$ cat src/rtl/pipe_ctrl_unit_pkg.sv
// Shared definitions for the MiniMIPS32 pipeline control unit.
// Covers bus widths, stall vector constants, exception codes and FSM state encoding.
package pipe_ctrl_unit_pkg;

  // Stall vector: [0] pc hold, [1] ifid hold, [2] idexe hold, [3] exemem bubble
  localparam int STALL_W = 4;
  localparam logic STOP   = 1'b1;
  localparam logic NOSTOP = 1'b0;

  localparam logic [STALL_W-1:0] STALL_NONE     = {STALL_W{NOSTOP}};
  localparam logic [STALL_W-1:0] STALL_LOAD_USE = {NOSTOP, STOP, STOP, STOP};
  localparam logic [STALL_W-1:0] STALL_ALL      = {STALL_W{STOP}};

  // Exception codes carried down the pipeline from MEM
  localparam int EXC_CODE_W = 5;
  localparam logic [EXC_CODE_W-1:0] EXC_NONE = 5'h10;
  localparam logic [EXC_CODE_W-1:0] EXC_ERET = 5'h11;
  localparam logic [EXC_CODE_W-1:0] EXC_OV   = 5'h0c;

  // Instruction address bus
  localparam int INST_ADDR_W = 32;
  localparam logic [INST_ADDR_W-1:0] ZERO_WORD = '0;

  // Divide-wait FSM states
  typedef enum logic [1:0] {
    PCU_IDLE     = 2'b00,
    PCU_DIV_BUSY = 2'b01,
    PCU_DIV_DONE = 2'b10
  } pcu_state_e;

  // ERET returns to the saved EPC; every other exception goes to the fixed vector.
  function automatic logic [INST_ADDR_W-1:0] exc_target(
    input logic [EXC_CODE_W-1:0]  code,
    input logic [INST_ADDR_W-1:0] epc,
    input logic [INST_ADDR_W-1:0] vector
  );
    return (code == EXC_ERET) ? epc : vector;
  endfunction

endpackage

$ cat src/rtl/pipe_ctrl_unit_div_timer.sv
// Divide watchdog counter: loads a cycle budget, counts down while the divider
// is busy, saturates at zero and reports when the budget is exhausted.
module pcu_div_timer #(
  parameter int CNT_W = 7
) (
  input  logic             clk,
  input  logic             rst_n,
  input  logic             load,
  input  logic [CNT_W-1:0] load_value,
  input  logic             dec,
  input  logic             clear,
  output logic [CNT_W-1:0] count,
  output logic             zero
);

  logic [CNT_W-1:0] count_reg;

  // Counter register: clear beats load beats decrement; never wraps below zero.
  always_ff @(posedge clk or negedge rst_n) begin
    if (!rst_n) begin
      count_reg <= '0;
    end else if (clear) begin
      count_reg <= '0;
    end else if (load) begin
      count_reg <= load_value;
    end else if (dec && (count_reg != '0)) begin
      count_reg <= count_reg - 1'b1;
    end
  end

  assign count = count_reg;
  assign zero  = (count_reg == '0);

endmodule

$ cat src/rtl/pipe_ctrl_unit.sv
// Central stall/flush sequencer for the MiniMIPS32 5-stage pipeline.
// Merges the ID load-use stall, the EXE divide wait and MEM exceptions into one
// stall vector, a flush line and the PC redirect.
module pipe_ctrl_unit
  import pipe_ctrl_unit_pkg::*;
#(
  parameter int                     DIV_CYCLES = 34,
  parameter logic [INST_ADDR_W-1:0] EXC_VECTOR = 32'h0000_0100
) (
  input  logic                   cpu_clk_50M,
  input  logic                   cpu_rst_n,
  input  logic                   id_stallreq,
  input  logic                   exe_div_start,
  input  logic                   div_ready,
  input  logic [EXC_CODE_W-1:0]  mem_exccode,
  input  logic [INST_ADDR_W-1:0] cp0_epc,
  output logic [STALL_W-1:0]     stall,
  output logic                   flush,
  output logic                   exc_redirect,
  output logic [INST_ADDR_W-1:0] exc_pc,
  output logic                   div_busy,
  output logic                   div_abort,
  output logic                   div_timeout
);

  localparam int CNT_W = $clog2(DIV_CYCLES) + 1;
  localparam logic [CNT_W-1:0] DIV_LOAD = CNT_W'(DIV_CYCLES - 1);

  pcu_state_e       state_reg;
  logic             div_timeout_reg;
  logic             exc;
  logic             timer_load;
  logic             timer_dec;
  logic             timer_zero;
  logic [CNT_W-1:0] timer_count;

  assign exc = (mem_exccode != EXC_NONE);

  // The timer is armed on divide entry, runs only while busy, and is cleared
  // when an exception kills the divide so a stale count never lingers.
  assign timer_load = (state_reg == PCU_IDLE) && !exc && exe_div_start;
  assign timer_dec  = (state_reg == PCU_DIV_BUSY) && !exc;

  pcu_div_timer #(
    .CNT_W (CNT_W)
  ) u_div_timer (
    .clk        (cpu_clk_50M),
    .rst_n      (cpu_rst_n),
    .load       (timer_load),
    .load_value (DIV_LOAD),
    .dec        (timer_dec),
    .clear      (exc),
    .count      (timer_count),
    .zero       (timer_zero)
  );

  // Divide-wait FSM and sticky timeout flag; an exception always returns to IDLE.
  always_ff @(posedge cpu_clk_50M or negedge cpu_rst_n) begin
    if (!cpu_rst_n) begin
      state_reg       <= PCU_IDLE;
      div_timeout_reg <= 1'b0;
    end else if (exc) begin
      state_reg <= PCU_IDLE;
    end else begin
      case (state_reg)
        PCU_IDLE: begin
          if (exe_div_start) begin
            state_reg <= PCU_DIV_BUSY;
          end
        end
        PCU_DIV_BUSY: begin
          if (div_ready) begin
            state_reg <= PCU_DIV_DONE;
          end else if (timer_zero) begin
            state_reg       <= PCU_DIV_DONE;
            div_timeout_reg <= 1'b1;
          end
        end
        PCU_DIV_DONE: begin
          state_reg <= PCU_IDLE;
        end
        default: begin
          state_reg <= PCU_IDLE;
        end
      endcase
    end
  end

  // Same-cycle output decode; exceptions override every stall source.
  always_comb begin
    stall        = STALL_NONE;
    flush        = 1'b0;
    exc_redirect = 1'b0;
    exc_pc       = ZERO_WORD;
    div_abort    = 1'b0;
    if (exc) begin
      flush        = 1'b1;
      exc_redirect = 1'b1;
      exc_pc       = exc_target(mem_exccode, cp0_epc, EXC_VECTOR);
      div_abort    = (state_reg == PCU_DIV_BUSY);
    end else begin
      case (state_reg)
        PCU_IDLE: begin
          if (exe_div_start) begin
            stall = STALL_ALL;
          end else if (id_stallreq) begin
            stall = STALL_LOAD_USE;
          end
        end
        PCU_DIV_BUSY: stall = STALL_ALL;
        // DIV_DONE releases the pipe so the divide moves on with its result
        default:      stall = STALL_NONE;
      endcase
    end
  end

  assign div_busy    = (state_reg == PCU_DIV_BUSY);
  assign div_timeout = div_timeout_reg;

endmodule
$ cat config.mk
export PLATFORM = sky130hd
export DESIGN_NAME = pipe_ctrl_unit
export DESIGN_NICKNAME = d
export VERILOG_FILES = /design/src/rtl/pipe_ctrl_unit_pkg.sv /design/src/rtl/pipe_ctrl_unit_div_timer.sv /design/src/rtl/pipe_ctrl_unit.sv
export SDC_FILE = /design/constraint.sdc
export NUM_CORES = 1
export LEC_CHECK = 0
export CORE_MARGIN = 5
export CORE_UTILIZATION = 32
export CTS_CLUSTER_SIZE = 28
export DETAILED_ROUTE_END_ITERATION = 10
export GPL_ROUTABILITY_DRIVEN = 0
export GPL_TIMING_DRIVEN = 0
export HOLD_SLACK_MARGIN = 0.02
export PLACE_DENSITY = 0.84
export SYNTH_ARGS = -nofsm -noshare
export SYNTH_HDL_FRONTEND = slang
export SYNTH_SLANG_ARGS = --single-unit
$ cat constraint.sdc
create_clock -name cpu_clk_50M -period 3.6 [get_ports cpu_clk_50M]
set_clock_uncertainty 0.05 [all_clocks]
set_input_delay 0.72 -clock cpu_clk_50M [delete_from_list [all_inputs] [get_ports cpu_clk_50M]]
set_output_delay 0.72 -clock cpu_clk_50M [all_outputs]
set_load 0.05 [all_outputs]
==> results of run 1 <==
-- metal layers --
layer / global-route usage / share of wire / up-vias / wire, um
met5: 0 / 0 / - / 0
met4: 0.01592 / 0.012 / 0 / 46
met3: 0.04676 / 0.040 / 5 / 155
met2: 0.3718 / 0.56 / 30 / 2157
met1: 0.2151 / 0.39 / 528 / 1481
li1: - / - / 565 / -
-- cell usage after synthesis, drive strengths merged --
library cell	instances	area share
o31ai	1	0.0085
or3b	1	0.0099
nor2	4	0.017
nor2b	1	0.0071
clkbuf	7	0.030
or4b	1	0.011
nand3	2	0.011
a2111oi	1	0.031
nand2	6	0.026
or2	1	0.0099
a21oi	1	0.0057
nor4	2	0.014
nor4b	1	0.027
a211oi	3	0.026
inv	5	0.021
mux2i	2	0.023
nand4b	1	0.0099
buf	4	0.031
and2	2	0.014
ha	1	0.014
a21boi	1	0.0085
nor3	6	0.034
and3	33	0.24
a21o	1	0.0085
nand2b	3	0.021
o22ai	1	0.0071
nor3b	2	0.017
a31o	1	0.0099
dfrtp	10	0.28
or4	1	0.0085
a311o	1	0.013
-- per-stage QoR --
step / std cells / hold WS, ns / TNS (ns) / setup WS [ns] / cell area (um2)
floorplan: 107 / 0.3744 / 0 / 0.03308 / 885.9
global placement: 220 / 0.4074 / -3.565 / -0.3705 / 1745
finish: 225 / 0.4250 / 0 / 0.06646 / 1699
detailed placement: 220 / 0.4118 / -5.964 / -0.4375 / 1745
CTS: 223 / 0.4293 / -0.006786 / -0.006786 / 1727
global route: 225 / 0.4488 / -0.02065 / -0.01186 / 1699
-- worst min path at each step --
stage | start | endpoint | slack [ns] | cells past startpoint
CTS | div_timeout$_DFFE_PN0P_ | div_timeout$_DFFE_PN0P_ | 0.43 | 1
global placement | div_timeout$_DFFE_PN0P_ | div_timeout$_DFFE_PN0P_ | 0.41 | 1
finish | div_timeout$_DFFE_PN0P_ | div_timeout$_DFFE_PN0P_ | 0.43 | 1
detailed placement | div_timeout$_DFFE_PN0P_ | div_timeout$_DFFE_PN0P_ | 0.41 | 1
floorplan | cpu_rst_n | div_timeout$_DFFE_PN0P_ | 0.37 | 0
global route | div_timeout$_DFFE_PN0P_ | div_timeout$_DFFE_PN0P_ | 0.45 | 1
-- power by group through the flow --
stage                     sequential, uW  combinational, uW  clock (uW)
after floorplan                      116               34.8           0
after global placement               115               95.7           0
after detailed placement             115               98.0           0
after CTS                            113               95.6        78.5
after global routing                 113                102        84.2
final                                113               95.9        75.2
-- cell type report --
type,count,area share
sequential,10,0.1473
clock buffer,3,0.01325
tap,31,0.02283
multi-input combinational,81,0.3314
timing repair buffer,84,0.4426
inverter,5,0.01105
buffer,11,0.03166
-- kinds of logic after synthesis --
kind of cell / synth area share
simple gates: 0.4787
buf+inv: 0.08239
compound gates: 0.1179
flops: 0.2841
mux: 0.02273
fa+ha+maj: 0.01420
-- worst max-delay path, delay by kind of cell --
kind / cells / cell delay, ns
AO/OA/AOI/OAI: 1 / 0.18
buffers and inverters: 2 / 1.16
AND/OR/NAND/NOR: 1 / 0.71
-- what timing repair did --
| action | 4_1_cts | 5_1_grt |
|---|---|---|
| endpoints found under the hold margin | 0 | 0 |
| gates resized for setup | 41 | 35 |
| pin swaps | 0 | 2 |
| endpoints found under the setup margin | 36 | 11 |
| buffers inserted | 0 | 2 |
==> impl_metrics.yaml, run 1 <==
finish:
  n_fill_cell: 239
  ff_latch_area_um2: 250.2
  area_delta_synth_final_pct: 92.90
  layout-drive-gt1-share: 0.1804
  antenna_cells: 0
  multiInputGateArea_um2: 563.0
  largest_reg_flops: 7
  mostFrequentLayoutCells: "45 x clkdlybuf4s50_1, 32 x and3_1, 14 x clkbuf_2"
  fin_nets: 239
  mostFrequentLayoutCell: "clkdlybuf4s50_1"
  utilization: 0.6325
cts:
  clock_sinks: 10
  h-tree-depth: 1
  cts_tree: "done"
  clock-root-buffer: "clkbuf_4"
  cts.path.max_buffers: 2
  cts_hold_buf: 0
  insertion_delay_ns: 0.27
  clk_pin_slew_ns: 0.06
  numCtsBuffers: 3
setup_path:
  crit_start: "mem_exccode[1]"
  rr_startpoint: "u_div_timer.count[1]$_DFFE_PN0P_"
  worstPathCellList: "clkdlybuf4s50_1 > or4b_2 > a21o_1 > clkdlybuf4s50_1"
  cpMaxStageDelayCell: "or4b_2"
  endpoint: "exc_pc[8]"
  r2r_end: "u_div_timer.count[1]$_DFFE_PN0P_"
  cp.required_ns: 2.83
  endpoint_kind: "output port"
  slowest_delay_ns: 0.71
  critPathMaxFanout: 2
  worstPathArrival_ns: 2.76
  r2r_cells: 7
  startpoint_type: "primary input"
  regToRegSetupSlack_ns: 1.59
  critPathKind: "in2out"
  worst_path_most_repeated_cell: "clkdlybuf4s50_1"
floorplanning:
  core-area_um2: 2686
  initial_core_util: 0.3279
  die_w_um: 62.47
  row_count: 19
  fp.dieH_um: 62.47
  pin_count: 83
  die_area_um2: 3902
power:
  power_density_nw_per_um2: 167.5
  clockPowerShare: 0.264
  p_sw_uw: 80.72
  seq_power_share: 0.398
  switching_share: 0.2837
  leakagePower_uw: 0.0008998
  p_int_uw: 203.8
  combPwrFrac: 0.337
  total_power_uw: 284.5
  vdd_ir_drop_max_mv: 0.1567
route:
  dr.pass1.iters: 4
  route.vias.total: 1128
  vias_per_cell: 5.013
  route.detailed.drc: 0
  wl_per_cell_um: 17.07
  wirelength_um: 3841
  drt_iter0_drc: 46
  antenna_left: 0
yosys:
  yosysUniqueCellTypes: 34
  ys_seq_elements: 10
  synthCells: 107
  avgSynthCellArea_um2: 8.232
  yosysWarnings: 0
  yosysSeqAreaShare: 0.2841
  syn-cell-area_um2: 880.8
  synth_nets: 150
timing:
  setup_violations: 0
  relSlewSlack: 0.4815
  hold_viol_final: 0
  rsz0062_at_grt: "true"
  worst_pin_slew_ns: 0.7761
  finalCritPeriodShare: 0.9815
  drv_slew: 0
  max_freq_mhz: 283.0
  min_period_ns: 3.534
job:
  maxCapViolCount: 0
grt:
  grt_pass1_vias: 1115
  grt-ovfl-total: 0
  grt_max_degree: 11
  grt_pass1_wl_um: 6065
  grt.total_usage: 0.1916
  antenna_found_initial: 0
hold_path:
  hp-class: "reg2reg"
placement:
  portBuffers: 82
  hpwl_um: 3244
run_status:
  status: "completed"
Note: power is estimated with default switching activity, not from simulation.
==> inputs of run 2 (changes only) <==
CORE_MARGIN = unset   (was 5)
==> run 2 against run 1 <==
Fmax is 0.37% higher. Sequential cell count did not move. Largest cell class unchanged. Combinational power is 0.4% lower. Largest power group unchanged. First-iteration DRC count decreased by 35%.
==> impl_metrics.yaml, run 2 (synthesized netlist as in run 1, its figures left out) <==
run_status:
  status: "completed"
placement:
  portBuffers: 82
  placed_area_um2: 1744
  hpwl_um: 2933
  placed_cells: 219
floorplanning:
  die_w_um: 54.47
  initial_core_util: 0.3461
  pin_count: 83
  die_area_um2: 2966
  core-area_um2: 2545
  row_count: 18
  fp.dieH_um: 54.47
route:
  route.detailed.drc: 0
  wirelength_um: 3519
  vias_per_cell: 5.178
  drt_iter0_drc: 30
  route.vias.total: 1165
  antenna_left: 0
  dr.pass1.iters: 6
  wl_per_cell_um: 15.64
finish:
  largest_reg_flops: 7
  postLayoutCellArea_um2: 1713
  layout.cells.non_filler: 225
  fin_nets: 240
  layout-drive-gt1-share: 0.1590
  n_fill_cell: 235
  antenna_cells: 0
  mostFrequentLayoutCells: "46 x clkdlybuf4s50_1, 32 x and3_1, 22 x dlygate4sd2_1"
  utilization: 0.6731
  area_delta_synth_final_pct: 94.46
  mostFrequentLayoutCell: "clkdlybuf4s50_1"
setup_path:
  crit_start: "mem_exccode[1]"
  startpoint_type: "primary input"
  worstPathArrival_ns: 2.75
  endpoint_kind: "output port"
  critPathMaxFanout: 2
  rr_startpoint: "state_reg[1]$_DFFE_PN0P_"
  critPathKind: "in2out"
  cp.required_ns: 2.83
timing:
  max_freq_mhz: 284.0
  min_period_ns: 3.521
  hold_viol_final: 0
  setup_violations: 0
  rsz0062_at_grt: "true"
  drv_slew: 0
  relSlewSlack: 0.4104
  finalCritPeriodShare: 0.9779
  worst_pin_slew_ns: 0.8826
power:
  leakagePower_uw: 0.0009387
  total_power_uw: 287.7
  vdd_ir_drop_max_mv: 0.2111
  power_density_nw_per_um2: 168.0
job:
  maxCapViolCount: 0
grt:
  grt.total_usage: 0.2337
  grt_max_degree: 11
  antenna_found_initial: 0
  grt_pass1_wl_um: 4747
  grt_pass1_vias: 1011
  grt-ovfl-total: 0
hold_path:
  hold_path_startpoint: "div_timeout$_DFFE_PN0P_"
  hp-class: "reg2reg"
cts:
  cts_tree: "done"
  cts_hold_buf: 0
  insertion_delay_ns: 0.27
  numCtsBuffers: 3
  clk_pin_slew_ns: 0.06
  cts.path.max_buffers: 2
  h-tree-depth: 1
  clock_sinks: 10
  clock-root-buffer: "clkbuf_4"
[run 2: cell types whose count changed in the layout (fill, tap and decap cells not counted), sizes merged]
cell / before / now
clkdlybuf4s50: 45 / 46
clkdlybuf4s15: 8 / 3
clkbuf: 24 / 19
dlygate4sd2: 13 / 22
buf: 7 / 9
dlymetal6s2s: 1 / 0
[run 2: layout make-up]
class / count / area [um2] / area share
well taps: 30 / 37.54 / 0.02191
flip-flops and latches: 10 / 250.2 / 0.1461
multi-input cells: 81 / 563.0 / 0.3287
plain buffers: 11 / 53.80 / 0.03141
clock buffers: 3 / 22.52 / 0.01315
inverters: 5 / 18.77 / 0.01096
repair buffers: 85 / 767.0 / 0.4478
[run 2: report_power, final]
group	internal, uW	switching, uW	leakage (uW)
clock network	38.8	40.1	0.0000138
logic	52.6	42.9	0.000785
registers	113	0.474	0.000140
total	204	83.5	0.000939
[run 2: worst paths after layout]
path                                               endpoint  cells past startpoint  slack [ns]
max reg2reg                u_div_timer.count[5]$_DFFE_PN0P_                      4        1.54
min in group asynchronous  u_div_timer.count[0]$_DFFE_PN0P_                      1        0.72
max                                               exc_pc[8]                      4        0.08
max in group asynchronous  u_div_timer.count[6]$_DFFE_PN0P_                      1        2.46
min reg2reg                         div_timeout$_DFFE_PN0P_                      1        0.41
min                                 div_timeout$_DFFE_PN0P_                      1        0.41
[run 2: metrics by stage]
stage                     hold slack [ns]  TNS [ns]  setup WS (ns)
after floorplan                    0.3744         0        0.03308
after global placement             0.4056    -2.927        -0.3634
after detailed placement           0.4084    -4.669        -0.4066
after CTS                          0.4175         0        0.02706
after global routing               0.4353  -0.02179       -0.02179
final                              0.4130         0        0.07945
[run 2: worst max-delay path, stage by stage]
cell and delay, ns:
clkdlybuf4s50_1 0.45, or4b_2 0.70, a21o_1 0.17, clkdlybuf4s50_1 0.70
[run 2: what timing repair did]
action	4_1_cts	5_1_grt
buffers inserted	0	3
resized for setup	41	21
setup endpoints to repair	36	3
pin swaps	0	2
[run 2: metal layers]
| layer | routed length, um | track usage | vias to the layer above |
|---|---|---|---|
| li1 | - | - | 563 |
| met1 | 1239 | 0.2354 | 555 |
| met2 | 1988 | 0.4370 | 42 |
| met3 | 243 | 0.06667 | 5 |
| met4 | 47 | 0.1068 | 0 |
| met5 | 0 | 0 | - |
